`src/rtl/axis_client_tx_pkg.sv`:
```
// Shared types and constants for the client-side AXI-Stream source stage.
package axis_client_tx_pkg;

  localparam int unsigned DATAW_DEF          = 128;
  localparam int unsigned AXIS_MAX_DATAW_DEF = 512;
  localparam int unsigned PKT_LEN_W          = 16;
  localparam int unsigned WORDS_W            = 32;
  localparam int unsigned PKTS_W             = 16;

  typedef enum logic {
    StIdle   = 1'b0,
    StStream = 1'b1
  } tx_state_e;

endpackage

```
`src/rtl/axis_client_tx_sync_fifo.sv`:
```
// Synchronous FIFO with one extra pointer bit to tell full from empty.
module axis_client_tx_sync_fifo #(
  parameter int unsigned WIDTH = 129,
  parameter int unsigned DEPTH = 16
) (
  input  logic             clk,
  input  logic             rst,
  input  logic             wr_en,
  input  logic [WIDTH-1:0] wr_data,
  input  logic             rd_en,
  output logic [WIDTH-1:0] rd_data,
  output logic             full,
  output logic             empty
);

  localparam int unsigned AW = $clog2(DEPTH);

  logic [AW:0]      wr_ptr_q, rd_ptr_q;
  logic [WIDTH-1:0] mem_q [DEPTH];
  logic             do_wr, do_rd;

  assign do_wr = wr_en && !full;
  assign do_rd = rd_en && !empty;

  always_ff @(posedge clk) begin
    if (!rst) begin
      wr_ptr_q <= '0;
      rd_ptr_q <= '0;
    end else begin
      if (do_wr) wr_ptr_q <= wr_ptr_q + (AW + 1)'(1);
      if (do_rd) rd_ptr_q <= rd_ptr_q + (AW + 1)'(1);
    end
  end

  always_ff @(posedge clk) begin
    if (do_wr) mem_q[wr_ptr_q[AW-1:0]] <= wr_data;
  end

  assign rd_data = mem_q[rd_ptr_q[AW-1:0]];
  assign empty   = (wr_ptr_q == rd_ptr_q);
  assign full    = (wr_ptr_q[AW] != rd_ptr_q[AW]) && (wr_ptr_q[AW-1:0] == rd_ptr_q[AW-1:0]);

endmodule

```
`src/rtl/axis_client_tx.sv`:
```
// Client push port -> FIFO -> registered AXI-Stream output with packet length limiting
// and beat/packet counters.
module axis_client_tx
  import axis_client_tx_pkg::*;
#(
  parameter int unsigned DATAW          = DATAW_DEF,
  parameter int unsigned AXIS_MAX_DATAW = AXIS_MAX_DATAW_DEF,
  parameter int unsigned FIFO_DEPTH     = 16,
  parameter int unsigned MAX_PKT_WORDS  = 64
) (
  input  logic                      clk,
  input  logic                      rst,
  input  logic [DATAW-1:0]          client_tdata,
  input  logic                      client_tlast,
  input  logic                      client_valid,
  output logic                      client_ready,
  output logic                      axis_client_interface_tvalid,
  output logic                      axis_client_interface_tlast,
  output logic [AXIS_MAX_DATAW-1:0] axis_client_interface_tdata,
  input  logic                      axis_client_interface_tready,
  output logic [WORDS_W-1:0]        words_sent,
  output logic [PKTS_W-1:0]         pkts_sent,
  output logic                      err_forced_last
);

  logic                 active_q;
  logic [PKT_LEN_W-1:0] pkt_len_q;
  logic                 err_q;
  logic                 tvalid_q, tlast_q;
  logic [DATAW-1:0]     data_q;
  logic [WORDS_W-1:0]   words_q;
  logic [PKTS_W-1:0]    pkts_q;
  tx_state_e            state_q;

  logic             push, pop, beat, last_eff, limit_hit;
  logic             fifo_full, fifo_empty;
  logic [DATAW:0]   head;

  // active_q keeps client_ready low until the first edge after reset release.
  assign client_ready = active_q && !fifo_full;
  assign push         = client_valid && client_ready;
  assign beat         = tvalid_q && axis_client_interface_tready;
  assign pop          = !fifo_empty && (!tvalid_q || axis_client_interface_tready);
  assign limit_hit    = (MAX_PKT_WORDS != 0) &&
                        (pkt_len_q == PKT_LEN_W'(MAX_PKT_WORDS - 1));
  assign last_eff     = client_tlast || limit_hit;

  axis_client_tx_sync_fifo #(
    .WIDTH (DATAW + 1),
    .DEPTH (FIFO_DEPTH)
  ) u_fifo (
    .clk     (clk),
    .rst     (rst),
    .wr_en   (push),
    .wr_data ({last_eff, client_tdata}),
    .rd_en   (pop),
    .rd_data (head),
    .full    (fifo_full),
    .empty   (fifo_empty)
  );

  always_ff @(posedge clk) begin
    if (!rst) begin
      active_q  <= 1'b0;
      pkt_len_q <= '0;
      err_q     <= 1'b0;
      tvalid_q  <= 1'b0;
      tlast_q   <= 1'b0;
      data_q    <= '0;
      words_q   <= '0;
      pkts_q    <= '0;
      state_q   <= StIdle;
    end else begin
      active_q <= 1'b1;
      if (push) begin
        pkt_len_q <= last_eff ? '0 : pkt_len_q + PKT_LEN_W'(1);
        if (limit_hit && !client_tlast) err_q <= 1'b1;
      end
      if (pop) begin
        tvalid_q <= 1'b1;
        tlast_q  <= head[DATAW];
        data_q   <= head[DATAW-1:0];
      end else if (beat) begin
        tvalid_q <= 1'b0;
      end
      if (beat) begin
        words_q <= words_q + WORDS_W'(1);
        if (tlast_q) pkts_q <= pkts_q + PKTS_W'(1);
        state_q <= tlast_q ? StIdle : StStream;
      end
    end
  end

  assign axis_client_interface_tvalid = tvalid_q;
  assign axis_client_interface_tlast  = tlast_q;
  assign axis_client_interface_tdata  = {{(AXIS_MAX_DATAW - DATAW){1'b0}}, data_q};
  assign words_sent                   = words_q;
  assign pkts_sent                    = pkts_q;
  assign err_forced_last              = err_q;

  a_hold_stable: assert property (@(posedge clk) disable iff (!rst)
    (tvalid_q && !axis_client_interface_tready) |=>
    (tvalid_q && $stable(data_q) && $stable(tlast_q)));

  a_fsm_stream: assert property (@(posedge clk) disable iff (!rst)
    (beat && !tlast_q) |=> (state_q == StStream));

endmodule

```
`config.mk`:
```
export PLATFORM = sky130hd
export DESIGN_NAME = axis_client_tx
export DESIGN_NICKNAME = d
export VERILOG_FILES = /design/src/rtl/axis_client_tx_pkg.sv /design/src/rtl/axis_client_tx_sync_fifo.sv /design/src/rtl/axis_client_tx.sv
export SDC_FILE = /design/constraint.sdc
export NUM_CORES = 2
export LEC_CHECK = 0
export ABC_AREA = 1
export CAP_MARGIN = 40
export CORE_ASPECT_RATIO = 0.9
export CORE_UTILIZATION = 55
export CTS_BUF_LIST = sky130_fd_sc_hd__clkbuf_2 sky130_fd_sc_hd__clkbuf_4 sky130_fd_sc_hd__clkbuf_8
export CTS_CLUSTER_DIAMETER = 40
export DETAILED_ROUTE_END_ITERATION = 6
export GPL_ROUTABILITY_DRIVEN = 0
export PLACE_DENSITY = 0.83
export SLEW_MARGIN = 20
export SYNTH_ARGS = -nofsm -noshare
export SYNTH_HDL_FRONTEND = slang
export SYNTH_SLANG_ARGS = --single-unit
```
`constraint.sdc`:
```
create_clock -name clk -period 10.85 [get_ports clk]
set_input_delay 1.6275 -clock clk [delete_from_list [all_inputs] [get_ports clk]]
set_output_delay 1.6275 -clock clk [all_outputs]
set_load 0.01 [all_outputs]
```
==> key figures <==
Run status
  • Status: finished with violations
  • Failing checks: design-rule violations

Setup path
  • Worst R2R Start: u_fifo.rd_ptr_q[0]
  • Worst EP required: 9.22 ns
  • Crit Path Class: flop to primary output
  • Worst Setup EP: client_ready
  • Critical Path Max Stage Delay: 0.75 ns
  • Crit. End Element: primary output
  • Worst Reg-to-Reg Cells: 12
  • Slowest-stage cell, CP: dfxtp_4
  • Cell family with most CP delay: buffers and inverters
  • Setup crit start: u_fifo.rd_ptr_q[0]
  • Peak fanout along the critical path: 200
  • Crit path buf inv count: 3
  • WP data arrival: 3.54 ns
  • Worst path depth: 8
  • Worst-path cell chain: inv_16 > nand2_1 > nand2_2 > nor2_4 > nand3_4 > nand2_1 > inv_1 > clkdlybuf4s50_1
  • Crit start category: flop
  • Most frequent cell on the critical path: nand2_1
  • R2r endpoint: u_fifo.mem_q[6][65]
  • Worst R2R Setup Slack: 6.00 ns

Min path
  • Class of the worst hold path: flop to flop
  • Worst hold path depth: 2

Synth
  • Post-synth cell types: 41
  • Synth top area share: 66.2%
  • Post-synth EDFFs: 2,064
  • Synth Register Bits: 2,270
  • Synth warn: 0
  • Synth area leader: edfxtp_1
  • Avg Cell Area, Syn: 11.4 um2
  • Mapped cell area: 0.0937 mm2
  • Sequential fraction of the synthesis area: 70.6%
  • Synth top area cells: edfxtp_1, nor2_1, dfxtp_1
  • Synth Flop Type: edfxtp_1
  • Syn Inst Count: 8,202
  • Fraction of registers with async set/reset: 0%

CTS
  • H-tree Lvls: 5
  • Clk pin slew, worst setup/hold paths: 0.06 ns
  • CTS-repair resized insts: 0
  • Clk Latency, worst-skew pair: 1.10 ns
  • Deepest clock path buffer count: 4
  • TritonCTS Sinks: 2,270
  • Setup bufs post-CTS: 0
  • CTS tree: built
  • Root buffer cell: clkbuf_8
  • Cts hold-fix bufs: 0
  • CTS buffer count: 370

Global route
  • Vias in the first global route: 62,000
  • Initial antenna violation count: 49
  • Gr busiest metal: met2
  • Met1 usage: 34.9%
  • GRT Resource Usage Total: 27.3%
  • Met3 Usage GRT: 5.75%
  • Largest net degree at the start of global routing: 258
  • Met2 Usage GRT: 44.1%
  • First-pass GRT wire length: 362 mm
  • GR Overflow Total: 0

STA
  • Clock Skew: 0.0935 ns
  • F_max: 0.194 GHz
  • Slew headroom: 22.3%
  • Final worst path period share: 47.6%
  • Worst-Margin Slew: 1.17 ns
  • Final Max Slew Viols: 0
  • Hold Vio Cnt, Final: 0
  • Hold_ws: 0.449 ns
  • Min Tclk post-route: 5.17 ns
  • Final setup vio count: 0
  • Unrepaired setup endpoints after global routing: no

Detailed routing
  • Starting DRT DRC Count: 8,873
  • Routed Antenna Nets: 0
  • WL/cell: 21.9 um
  • Vias: 64,300
  • DRC: 143
  • Drt pass-1 iters: 7
  • Via density: 5.80
  • Total Wirelength: 242 mm

Placement
  • Cells after DPL: 10,400
  • Placed cell area: 0.0973 mm2
  • PortBufs: 312
  • Post-detail-place hpwl: 133 mm

Pwr
  • Pwr/cell area: 225 mW/mm2
  • Fraction of power consumed by combinational cells: 26.8%
  • Worst vdd ir: 0.235 mV
  • Clock power share: 30.8%
  • Total power: 0.0235 W
  • Internal: 0.0157 W
  • Lkg Pwr: 37.5 nW
  • Switching share of power: 33.3%
  • P_sw: 0.00783 W
  • Share of power burned in registers: 42.4%

Floorplan
  • # rows: 143
  • CORE AREA: 0.169 mm2
  • Initial Util: 55.5%
  • Die height: 394 um
  • Die Area: 0.172 mm2
  • I/O pins: 697
  • Die X: 437 um

Finish
  • Fin cells: 11,100
  • Share of cells above drive strength 1: 8.45%
  • Fill cell count: 11,900
  • Post-layout util: 62.1%
  • Area grow syn2layout: 11.9%
  • Post-Layout Inst Area: 0.105 mm2
  • Final Net Count: 8,662

Job
  • Maxcap violations: 0
-- layout make-up --
class,instances,area (um2),area share (%)
antenna,30,75.1,0.0716
clock buffer,540,6530,6.23
clock inverter,118,649,0.620
inverter,343,1330,1.27
multi-input combinational,5115,22500,21.5
sequential,2270,66100,63.1
tap,2247,2810,2.68
timing repair buffer,421,4780,4.56
-- worst min-delay path by stage --
stage,start,to
4_1_cts,err_forced_last,err_forced_last
2_1_floorplan,pkt_len_q[1],pkt_len_q[1]
3_5_place_dp,err_forced_last,err_forced_last
3_3_place_gp,err_forced_last,err_forced_last
6_report,err_forced_last,err_forced_last
5_1_grt,err_forced_last,err_forced_last
-- synthesized netlist by cell type, types with 8 or more instances --
cell type and count:
nor3_1 15, o211ai_1 258, dfxtp_1 206, inv_2 8, nand3_1 164, inv_1 333, nand4_1 12, edfxtp_1 2064
clkbuf_1 261, a21oi_1 181, buf_6 48, o21ai_0 540, nand2_1 937, o21ai_1 647, buf_4 432, buf_1 35
ha_1 8, xor2_1 8, buf_2 78, nor2_1 1926
-- power groups by stage --
stage | combinational (W) | sequential (W) | clock [W]
after floorplan | 0.00432 | 0.0101 | 0
after global placement | 0.00571 | 0.0102 | 0
after detailed placement | 0.00606 | 0.0102 | 0
after CTS | 0.00613 | 0.0100 | 0.00728
after global routing | 0.00689 | 0.00999 | 0.00768
final | 0.00631 | 0.00998 | 0.00725
-- registers in the layout, indices dropped and copies added (netlist names) --
signal,cells
active_q,1
axis_client_interface_tlast,1
axis_client_interface_tvalid,1
data_q,128
err_forced_last,1
pkt_len_q,16
pkts_sent,16
u_fifo.mem_q,2064
u_fifo.rd_ptr_q,5
u_fifo.wr_ptr_q,5
words_sent,32
-- layer usage --
layer	up-vias	wire length (um)
met5	-	49
met4	8	10200
met3	630	26800
met2	4541	118000
met1	30800	87200
li1	28300	-
-- cells by family (layout without fill, tap and decap cells) --
logic type,count (synthesis),count (layout),share of synthesized area [%]
other,1,414,0.00400
buffers and inverters,1200,1422,7.06
AO/OA/AOI/OAI,1637,1637,9.47
XOR/XNOR,13,13,0.122
AND/OR/NAND/NOR,3073,3073,12.7
adder cells (fa/ha/maj),8,8,0.107
flip-flops,2270,2270,70.6
-- worst min-delay path, cell delays in order, from the launching register on --
cell and delay [ns]:
dfxtp_1 0.31, inv_1 0.05, a21oi_1 0.05
-- per-stage QoR --
| step | setup WS [ns] | setup TNS, ns |
|---|---|---|
| 6_report | 5.68 | 0 |
| 4_1_cts | 5.33 | 0 |
| 5_1_grt | 5.49 | 0 |
| 2_1_floorplan | -0.873 | -337.60 |
| 3_5_place_dp | 5.39 | 0 |
| 3_3_place_gp | 5.17 | 0 |
-- cell usage in the layout, fill, tap and decap left out, drive strengths merged, types with 167 or more instances in the layout --
master         count
a21oi            181
clkbuf           540
clkdlybuf4s50    312
conb             384
dfxtp            206
edfxtp          2064
inv              344
nand2            939
nand3            167
nor2            1933
o211ai           258
o21ai           1187
Note: power is estimated with default switching activity, not from simulation.
